==> config.mk <==
export PLATFORM = sky130hd
export DESIGN_NAME = pid_controller_mc
export DESIGN_NICKNAME = d
export VERILOG_FILES = /design/src/rtl/pid_controller_mc.sv
export SDC_FILE = /design/constraint.sdc
export NUM_CORES = 1
export LEC_CHECK = 0
export ABC_AREA = 1
export CAP_MARGIN = 15
export CORE_MARGIN = 3
export CORE_UTILIZATION = 30
export DETAILED_ROUTE_END_ITERATION = 16
export PLACE_DENSITY_LB_ADDON = 0.2
export SYNTH_ARGS = -nofsm -noshare
export SYNTH_HDL_FRONTEND = slang
export SYNTH_SLANG_ARGS = --single-unit
==> constraint.sdc <==
create_clock -name clk -period 10.62 [get_ports clk]
set_clock_uncertainty 0.1 [all_clocks]
set_input_delay 2.124 -clock clk [delete_from_list [all_inputs] [get_ports clk]]
set_output_delay 2.124 -clock clk [all_outputs]
set_load 0.03 [all_outputs]
==> src/rtl/pid_controller_mc.sv <==
// Time-multiplexed multi-channel PID controller: one shared multiplier walks every
// channel through P, I (anti-windup clamped) and D terms on each sample tick.
module pid_controller_mc #(
  parameter int unsigned NUM_CH       = 2,
  parameter int unsigned DATA_WIDTH   = 9,
  parameter int unsigned K_INT_WIDTH  = 8,
  parameter int unsigned K_FRAC_WIDTH = 8,
  parameter int unsigned OUT_WIDTH    = 16,
  parameter int unsigned INT_LIMIT    = 1000,
  parameter int unsigned DIVISOR      = 1249999
) (
  input  logic                                          clk,
  input  logic                                          reset,
  input  logic                                          enable,
  input  logic                                          clear_int,
  input  logic [NUM_CH*(K_INT_WIDTH+K_FRAC_WIDTH)-1:0] k_p,
  input  logic [NUM_CH*(K_INT_WIDTH+K_FRAC_WIDTH)-1:0] k_i,
  input  logic [NUM_CH*(K_INT_WIDTH+K_FRAC_WIDTH)-1:0] k_d,
  input  logic [NUM_CH*DATA_WIDTH-1:0]                  setpoint,
  input  logic [NUM_CH*DATA_WIDTH-1:0]                  feedback,
  output logic [NUM_CH*OUT_WIDTH-1:0]                   control_signal,
  output logic                                          out_valid,
  output logic                                          busy,
  output logic [NUM_CH-1:0]                             sat,
  output logic                                          overrun
);

  localparam int unsigned KW = K_INT_WIDTH + K_FRAC_WIDTH;
  localparam int unsigned EW = DATA_WIDTH + 1;
  localparam int unsigned CW = (NUM_CH > 1) ? $clog2(NUM_CH) : 1;
  localparam int unsigned TW = $clog2(DIVISOR + 1);
  // Internal width covers the widest product (gain x error delta) and the integral clamp.
  localparam int unsigned MW = KW + EW + 3;
  localparam int unsigned LW = $clog2(INT_LIMIT + 1) + K_FRAC_WIDTH + 2;
  localparam int unsigned WW = (LW > MW) ? LW : MW;

  localparam logic signed [WW-1:0] AccMax = WW'(INT_LIMIT) << K_FRAC_WIDTH;
  localparam logic signed [WW-1:0] AccMin = -AccMax;
  localparam logic signed [WW-1:0] OutMax = WW'((longint'(1) << (OUT_WIDTH - 1)) - 1);
  localparam logic signed [WW-1:0] OutMin = -OutMax - WW'(1);

  typedef enum logic [2:0] {StIdle, StLoad, StMulP, StMulI, StMulD, StSum, StDone} state_e;

  state_e                  state_q, state_d;
  logic [TW-1:0]           cnt_q;
  logic [CW-1:0]           ch_q;
  logic signed [EW-1:0]    err_q;
  logic signed [KW-1:0]    kp_q, ki_q, kd_q;
  logic signed [WW-1:0]    p_q, d_q;
  logic signed [WW-1:0]    acc_q    [NUM_CH];
  logic signed [EW-1:0]    prev_q   [NUM_CH];
  logic signed [OUT_WIDTH-1:0] shadow_q [NUM_CH];
  logic [NUM_CH-1:0]       sat_sh_q, sat_q;
  logic [NUM_CH*OUT_WIDTH-1:0] cs_q;
  logic                    overrun_q;

  logic                    tick, last_ch;
  logic [DATA_WIDTH-1:0]   sp_ch, fb_ch;
  logic signed [EW-1:0]    err_ld, prev_cur;
  logic signed [EW:0]      diff, mul_b;
  logic signed [KW-1:0]    mul_a;
  logic signed [WW-1:0]    prod, acc_cur, acc_sum, acc_new, sum_full, sum_sh;
  logic signed [OUT_WIDTH-1:0] s_sat;
  logic                    clipped;

  assign tick    = (cnt_q == TW'(DIVISOR));
  assign last_ch = (ch_q == CW'(NUM_CH - 1));

  always_ff @(posedge clk or posedge reset) begin
    if (reset) state_q <= StIdle;
    else       state_q <= state_d;
  end

  always_comb begin
    state_d = state_q;
    case (state_q)
      StIdle:  if (tick && enable && !clear_int) state_d = StLoad;
      StLoad:  state_d = StMulP;
      StMulP:  state_d = StMulI;
      StMulI:  state_d = StMulD;
      StMulD:  state_d = StSum;
      StSum:   state_d = last_ch ? StDone : StLoad;
      StDone:  state_d = StIdle;
      default: state_d = StIdle;
    endcase
  end

  always_comb begin
    sp_ch    = setpoint[ch_q*DATA_WIDTH +: DATA_WIDTH];
    fb_ch    = feedback[ch_q*DATA_WIDTH +: DATA_WIDTH];
    err_ld   = $signed({1'b0, sp_ch}) - $signed({1'b0, fb_ch});
    prev_cur = prev_q[ch_q];
    acc_cur  = acc_q[ch_q];
    diff     = (EW+1)'(err_q) - (EW+1)'(prev_cur);

    mul_a = kp_q;
    mul_b = (EW+1)'(err_q);
    case (state_q)
      StMulI:  mul_a = ki_q;
      StMulD: begin
        mul_a = kd_q;
        mul_b = diff;
      end
      default: mul_a = kp_q;
    endcase
    prod = WW'(mul_a) * WW'(mul_b);

    acc_sum = acc_cur + prod;
    if (acc_sum > AccMax)      acc_new = AccMax;
    else if (acc_sum < AccMin) acc_new = AccMin;
    else                       acc_new = acc_sum;

    sum_full = p_q + acc_cur + d_q;
    sum_sh   = sum_full >>> K_FRAC_WIDTH;
    clipped  = (sum_sh > OutMax) || (sum_sh < OutMin);
    if (sum_sh > OutMax)      s_sat = OutMax[OUT_WIDTH-1:0];
    else if (sum_sh < OutMin) s_sat = OutMin[OUT_WIDTH-1:0];
    else                      s_sat = sum_sh[OUT_WIDTH-1:0];
  end

  always_ff @(posedge clk or posedge reset) begin
    if (reset) begin
      cnt_q     <= '0;
      ch_q      <= '0;
      err_q     <= '0;
      kp_q      <= '0;
      ki_q      <= '0;
      kd_q      <= '0;
      p_q       <= '0;
      d_q       <= '0;
      cs_q      <= '0;
      sat_q     <= '0;
      sat_sh_q  <= '0;
      overrun_q <= 1'b0;
      for (int i = 0; i < NUM_CH; i++) begin
        acc_q[i]    <= '0;
        prev_q[i]   <= '0;
        shadow_q[i] <= '0;
      end
    end else begin
      cnt_q <= tick ? '0 : cnt_q + 1'b1;
      if (tick && state_q != StIdle) overrun_q <= 1'b1;
      case (state_q)
        StIdle: begin
          // Clear takes priority over a coincident tick; the FSM also refuses to start.
          if (clear_int) begin
            for (int i = 0; i < NUM_CH; i++) begin
              acc_q[i]  <= '0;
              prev_q[i] <= '0;
            end
          end else if (tick && enable) begin
            ch_q <= '0;
          end
        end
        StLoad: begin
          err_q <= err_ld;
          kp_q  <= k_p[ch_q*KW +: KW];
          ki_q  <= k_i[ch_q*KW +: KW];
          kd_q  <= k_d[ch_q*KW +: KW];
        end
        StMulP: p_q <= prod;
        StMulI: acc_q[ch_q] <= acc_new;
        StMulD: begin
          d_q          <= prod;
          prev_q[ch_q] <= err_q;
        end
        StSum: begin
          shadow_q[ch_q] <= s_sat;
          sat_sh_q[ch_q] <= clipped;
          // Publish on the last channel so outputs are already new during DONE.
          if (last_ch) begin
            for (int i = 0; i < NUM_CH; i++) begin
              cs_q[i*OUT_WIDTH +: OUT_WIDTH] <= (i == int'(ch_q)) ? s_sat : shadow_q[i];
              sat_q[i] <= (i == int'(ch_q)) ? clipped : sat_sh_q[i];
            end
          end else begin
            ch_q <= ch_q + 1'b1;
          end
        end
        default: ;
      endcase
    end
  end

  assign control_signal = cs_q;
  assign sat            = sat_q;
  assign overrun        = overrun_q;
  assign busy           = (state_q != StIdle);
  assign out_valid      = (state_q == StDone);

endmodule

After elaboration in Yosys (flattened, before gate mapping)
Cells that the tools add are included.

Input bits: 136. Word-level logic and storage cells: 105. Bits in registers: 284. Output and inout port bits: 37.

Shift operators: 5. $mul: 2. Bitwise logic cells: 1. Eq/ne operators: 11. Muxes and demuxes: 36. Add/sub/neg operators: 7. Magnitude comparators: 8. Reductions and logical operators: 16.

Operators with widths (count): $mux 29 (6); $pmux 58 s2 (1); $shiftx 32x6->16 (3); $add 29x27->29 (2); $bwmux 58 (1); $mux 58 (1); $mux 16 (3); $mux 10 (4); $pmux 20 s2 (1); $shiftx 18x6->9 (2); $bwmux 32 (1); $pmux 16 s2 (1); $add 27x29->29 (1); $demux 29 s1 (1); $gt 29x19->1 const B (1); $lt 29x19->1 const B (1); $mul 16x11->27 (1); $add 21x1->21 const B (1); $eq 21x21->1 const B (1); $gt 21x16->1 const B (1); $lt 21x16->1 const B (1); $mux 21 (1); $bwmux 20 (1); $mux 20 (1); other kinds (30) (48).

Logic depth before layout (Yosys ltp)
Gate-level depths: netlist of the first run.

Depth in word-level cells: 13. Depth in mapped cells: 66. Mapped depth without buffers: 62.

Worst setup path after synthesis of the first run
Ideal clock, no wire load.

Kind: reg-to-reg. Start: register ch_q. End: register acc_q[48] (netlist name). Clock period less this slack: 9.975 ns. Setup time: 0.118 ns. Stages on the path, launching flop included: 59. Arrival: 9.757 ns. Required time: 10.402 ns. Path slack: 0.645 ns. Path through: dfrtp_1 buf_4 clkbuf_1 clkbuf_1 nand2_1 o21ai_0 ha_1 inv_1 fa_1 nand3_1 nand2_1 a21oi_1 o21ai_0 inv_1 nor2_1 nor2_1 nor2_1 o21ai_0 (+23 left out) nand3_1 nand4_1 nand2_1 nand2_1 nand2_2 nand2_2 nand2_4 nand3_1 nand2_2 xnor2_4 nor2_1 nand2_1 ha_1 inv_1 buf_2 nand3_1 nand3_1 nand2_1.

Cells in the longest elaborated chain, start to end: 13. Elaborated cells on any way between the ends: 22.

RTL lines: from (decl) (RTL line 46) `logic [CW-1:0] ch_q;`; from (signal assigned) (RTL line 177) `ch_q <= ch_q + 1'b1;`; $not 1->2 (implied by the code) * (RTL line 92) `prev_cur = prev_q[ch_q];`; $mux 10 (implied by the code) * (3 in series) (RTL line 92); $sub 10x10->11 * (RTL line 94) `diff = (EW+1)'(err_q) - (EW+1)'(prev_cur);`; $mux 11 * (RTL line 98) `case (state_q)`; $mul 16x11->27 * (RTL line 106) `prod = WW'(mul_a) * WW'(mul_b);`; named net prod[17] (RTL line 62) `logic signed [WW-1:0] prod, acc_cur, acc_sum, acc_new, sum_full, sum_sh;`; $add 29x27->29 * (RTL line 108) `acc_sum = acc_cur + prod;`; $lt 29x19->1 (RTL line 110) `else if (acc_sum < AccMin) acc_new = AccMin;`; $mux 29 (RTL line 110); $mux 29 * (RTL line 109) `if (acc_sum > AccMax) acc_new = AccMax;`; $bwmux 58 * (RTL line 162) `StMulI: acc_q[ch_q] <= acc_new;`; $pmux 58 s2 * (RTL line 143) `case (state_q)`; to (signal, indexed assignment) (RTL line 162); to (decl) (RTL line 50) `logic signed [WW-1:0] acc_q [NUM_CH];`.

Mark *: on every way through the listed nets, which the timed path passes. The rest lies on a longest branch. The select of a mux whose other input is x is not followed. A chain may end at the register's enable or synchronous reset.

Worst setup path after layout of the first run
Start: register ch_q. End: register acc_q[23] (netlist name).

Same word-level chain as after synthesis.

==> impl_metrics.json, run 1 <==
{
  "synthAdderAreaFrac_pct": 24.01,
  "critPathMaxFanout": 14,
  "synth_area_um2": 23050,
  "ys_ff_latch": 267,
  "status": "finished, final reports clean",
  "io_buffers": 172,
  "period_minus_slack_ps": 9968,
  "cts_made_buffers": 36,
  "cts_buffer_depth": 3,
  "final_cell_mix": "910 x nand2_1, 412 x inv_1, 325 x nor2_1, 266 x dfrtp_1, 192 x fa_1",
  "finalNetCount": 3667,
  "layout_commonest_cell": "nand2_1",
  "finalMaxSlewViolations": 0,
  "wl_mm": 68.97,
  "critPathMaxStageDelay_ps": 550,
  "maxSlewHeadroom_pct": 25.13,
  "initial_core_util_pct": 30.30,
  "worst_pin_slew_ps": 1123,
  "ctsRootBufferMaster": "clkbuf_16",
  "synth_xor_area_share_pct": 3.377,
  "clk_latency_ps": 560,
  "hold_viol": 0,
  "drc_errors": 0,
  "syn_nets": 3490,
  "syn_avg_cell_area_um2": 7.614,
  "path_delay_family": "adder cells",
  "dp_hpwl_mm": 53.17,
  "crit_required_ps": 10950,
  "worst-setup-path-type": "reg -> reg",
  "clkTransAtPathRegs_ps": 60,
  "grt_pass1_vias": 20206,
  "synth_edf_count": 0,
  "period_share_pct": 93.86,
  "dp_cells": 4187,
  "die_h_um": 283.2,
  "n_fill_cell": 8109,
  "via_count": 19768,
  "layout-drive-gt1-share_pct": 7.119,
  "grt_max_degree": 108,
  "ctsHoldBuffers": 0,
  "crit_top_cell": "fa_1",
  "ys_types": 50,
  "grt_usage_pct": 17.26,
  "fp-row-count": 101,
  "grt_overflow": 0,
  "critPathBufInv": 7,
  "hold_class": "reg -> reg",
  "antenna_found_initial": 2,
  "via_per_inst": 4.638,
  "gp_congestion": 0.8842,
  "synth_top_area_share_pct": 28.99,
  "cts_sinks": 267,
  "grt_pass1_wl_mm": 111.7,
  "cap_violations": 0,
  "ys_dominant_reg_cell": "dfrtp_1",
  "synth.area.top_cells": "dfrtp_1 29%, fa_1 17%, nand2_1 15%, ha_1 7.3%, inv_1 6.8%",
  "endpoint_kind": "flip-flop",
  "final_cell_count_no_fill": 4262,
  "ys_async_sr_fraction_pct": 100.0,
  "fmax_mhz": 100.3,
  "wl_per_cell_um": 16.18,
  "first_iter_violations": 1195,
  "register_area_um2": 6685,
  "cts_tree": "yes",
  "ios": 173,
  "cp-start-kind": "flip-flop",
  "ys_seq_area_share_pct": 28.99,
  "syn-instance-count": 3027,
  "ant_nets": 0,
  "synth-compound-area-share_pct": 8.675,
  "synth_warnings": 0,
  "multi_input_area_um2": 14630,
  "die_w_um": 283.2,
  "synth.mux.area_fraction_pct": 0.3909,
  "worst_ep_arrival_time_ps": 10300,
  "slowest_stage": "fa_1",
  "drt_first_pass_iters": 5,
  "synth_top_family_by_area": "simple AND/OR/NAND/NOR gates",
  "area_growth_pct": 20.24,
  "dieArea_um2": 80190,
  "setup_viol": 0,
  "yosysTopAreaCell": "dfrtp_1",
  "h-tree-depth": 2,
  "synth-simple-area-share_pct": 25.77,
  "design.core.area_um2": 76080
}
worst register-to-register path, delay by kind of cell (launching register included):
family,cells,cell delay [ps]
buf+inv,7,640
fa+ha+maj,10,4110
xor+xnor,2,290
simple gates,25,2860
flops,1,520
compound gates,9,1350
cell usage after synthesis, drive strengths merged (7+ instances only):
master  count
a21oi     106
ha        135
or2        12
clkbuf     78
nor4        7
nor2      344
xnor2      35
a22o       17
o21bai      8
nand2     935
buf        18
mux2i       9
fa        192
dfrtp     267
nand3     127
inv       425
xor2       44
o22ai      12
nand4      22
o31ai      50
a31oi      12
o21ai     112
nor3       23
metrics by stage:
step                      setup WS [ps]  utilization, %  setup TNS [ps]  area [µm²]  hold slack [ps]
final                             651.6           36.43               0       27710            366.7
after global routing             -38.16           36.43          -240.3       27710            384.9
after CTS                         21.38           36.01               0       27390            373.2
after detailed placement         -66.25           34.31          -680.5       26100            358.2
after global placement           -51.84           34.31          -378.6       26100            353.6
after floorplan                   645.3               -               0       23050            332.9
state kept, by name, summed over array words and instances, names as in the netlist, 2 cells and up:
signal and cells:
acc_q 58, cnt_q 21, control_signal 32, d_q 27, err_q 10, kd_q 16, ki_q 16, kp_q 16
p_q 27, prev_q 20, sat 2, shadow_q 16, state_q 3
repair_timing:
item | in CTS | in global routing
setup endpoints to repair | 32 | 58
gates resized for setup | 3 | 63
buffers inserted | 3 | 6
pin swaps | 0 | 10
path summary, 6_finish.rpt:
kind / cells after the start / start / to / slack [ps]
hold / removal: 1 / cnt_q[0] / cnt_q[0] / 370
hold reg to reg: 1 / cnt_q[0] / cnt_q[0] / 370
min in group asynchronous: 2 / reset / p_q[8] / 2010
max in group asynchronous: 3 / reset / kd_q[0] / 6980
setup reg to reg: 53 / ch_q / acc_q[23] / 650
setup / recovery: 53 / ch_q / acc_q[23] / 650
kinds of logic after synthesis:
kind of cell / Yosys count
and+or+nand+nor: 1479
buffers and inverters: 525
xor gates and xnor gates: 81
muxes: 9
DFF: 267
AOI/OAI and AO/OA: 339
adders and majority gates: 327
area by class of cell:
cell class                 instances  area share, %
sequential                       267          24.12
clock inverter                    15         0.7043
antenna                            1       0.009030
timing repair buffer             235          8.095
tap                             1030          4.650
multi-input combinational       2235          52.79
inverter                         429          5.860
clock buffer                      50          3.765
routing by layer:
layer,GRT usage [%],share of wire (%),vias to the layer above
met3,2.019,4.2,72
met5,0,0,-
met2,29.61,48,388
met1,23.52,46,9476
met4,3.503,1.9,0
li1,-,-,9832
Power of run 1 is left out: the tool's default activity adds up to more than one toggle a clock period on the data nets, which glitch-free logic cannot reach.
==> run 2, diff against run 1 <==
SLEW_MARGIN = 20   (was default)
==> impl_metrics.json, run 2 (synthesis results as in run 1) <==
{
  "critPathMaxFanout": 14,
  "crit_top_cell": "fa_1",
  "ff2ff_path_depth": 53,
  "h-tree-depth": 2,
  "cts_made_buffers": 36,
  "cts_tree": "yes",
  "critPathMaxStageDelay_ps": 550,
  "period_minus_slack_ps": 9964,
  "fmax_mhz": 100.4,
  "via_count": 19811,
  "antenna_found_initial": 2,
  "fp-row-count": 101,
  "drt_first_pass_iters": 5,
  "r2r_slack_ps": 660,
  "layout_commonest_cell": "nand2_1",
  "post_dp_cell_area_um2": 26100,
  "slowest_stage": "fa_1",
  "final_cell_count_no_fill": 4262,
  "finalMaxSlewViolations": 0,
  "die_w_um": 283.2,
  "wl_met3_mm": 2.856,
  "io_buffers": 172,
  "endpoint": "acc_q[23]",
  "largest_register_ffs": 58,
  "clk_latency_ps": 550,
  "endpoint_kind": "flip-flop",
  "wl_per_cell_um": 16.16,
  "worst_pin_slew_ps": 944.6,
  "ios": 173,
  "first_iter_violations": 1206,
  "grt_usage_pct": 17.26,
  "n_fill_cell": 8110,
  "status": "finished, final reports clean",
  "rr_endpoint": "acc_q[23]",
  "register_area_um2": 6685,
  "gp_congestion": 0.8842,
  "multi_input_area_um2": 14630,
  "grt_pass1_wl_mm": 111.7,
  "final_core_util_pct": 36.43,
  "ant_nets": 0,
  "critPathBufInv": 7,
  "wl_mm": 68.88,
  "ctsRootBufferMaster": "clkbuf_16",
  "dp_hpwl_mm": 53.17,
  "via_per_inst": 4.648,
  "area_growth_pct": 20.26,
  "cp-start-kind": "flip-flop",
  "met1Wirelength_mm": 31.86,
  "period_share_pct": 93.82,
  "grt_max_degree": 108,
  "rr_startpoint": "ch_q",
  "grt_pass1_vias": 20206,
  "setup_viol": 0,
  "path_depth": 53,
  "initial_core_util_pct": 30.30,
  "critPathLaunch": "ch_q",
  "crit_required_ps": 10960,
  "worst_ep_arrival_time_ps": 10300,
  "drc_errors": 0,
  "ctsHoldBuffers": 0,
  "top_register": "acc_q",
  "die_h_um": 283.2,
  "dieArea_um2": 80190,
  "highest_layer": "met4",
  "design.core.area_um2": 76080,
  "clkTransAtPathRegs_ps": 60,
  "path_delay_family": "adder cells",
  "stdcell_area_um2": 27720,
  "dp_cells": 4187,
  "layout-drive-gt1-share_pct": 7.119,
  "cts_sinks": 267,
  "cap_violations": 0,
  "hold_viol": 0,
  "finalNetCount": 3667,
  "cts_buffer_depth": 3,
  "grt_overflow": 0,
  "maxSlewHeadroom_pct": 36.88,
  "final_cell_mix": "910 x nand2_1, 412 x inv_1, 325 x nor2_1, 266 x dfrtp_1, 192 x fa_1",
  "hold_class": "reg -> reg",
  "wl_met2_mm": 32.82,
  "worst-setup-path-type": "reg -> reg"
}
[run 2: cell counts in the layout (fill, tap and decap cells not counted)]
Identical to the previous run, type by type.
[run 2: final cells by class]
class	instances	area share (%)
Clock inverter	15	0.7042
Antenna cell	1	0.009029
Inverter	429	5.860
Clock buffer	50	3.765
Timing Repair Buffer	235	8.108
Multi-Input combinational cell	2235	52.79
Sequential cell	267	24.12
Tap cell	1030	4.650
[run 2: worst min-delay path by stage]
stage / from / end / slack (ps) / depth (start not counted)
floorplan: cnt_q[0] / cnt_q[0] / 330 / 1
global placement: cnt_q[0] / cnt_q[0] / 350 / 1
detailed placement: control_signal[6] / control_signal[6] / 360 / 2
CTS: cnt_q[0] / cnt_q[0] / 370 / 1
global route: acc_q[22] / acc_q[22] / 380 / 2
finish: cnt_q[0] / cnt_q[0] / 370 / 1
[run 2: per-layer routing]
metal / up-vias / GRT usage, %
met5: - / 0
met1: 9515 / 23.52
met2: 391 / 29.61
met3: 72 / 2.019
met4: 0 / 3.503
li1: 9833 / -
[run 2: timing repair]
action / CTS / global route
resized for setup: 3 / 63
pin swaps: 0 / 10
setup endpoints to repair: 32 / 58
gates cloned: 0 / 0
setup buffers: 3 / 6
[run 2: per-stage QoR]
step	setup slack (ps)	TNS [ps]	hold slack, ps
6_report	656.1	0	366.7
5_1_grt	-38.16	-240.3	384.9
4_1_cts	21.38	0	373.2
3_5_place_dp	-66.25	-680.5	358.2
3_3_place_gp	-51.84	-378.6	353.6
2_1_floorplan	645.3	0	332.9
Power of run 2 is left out for the same reason.
==> run 3, diff against run 2 <==
SKIP_LAST_GASP = 1   (was default)
==> results of run 3 <==
Same layout as run 2: the final DEF is identical, and so are final timing and power.
Power of run 3 is left out for the same reason.
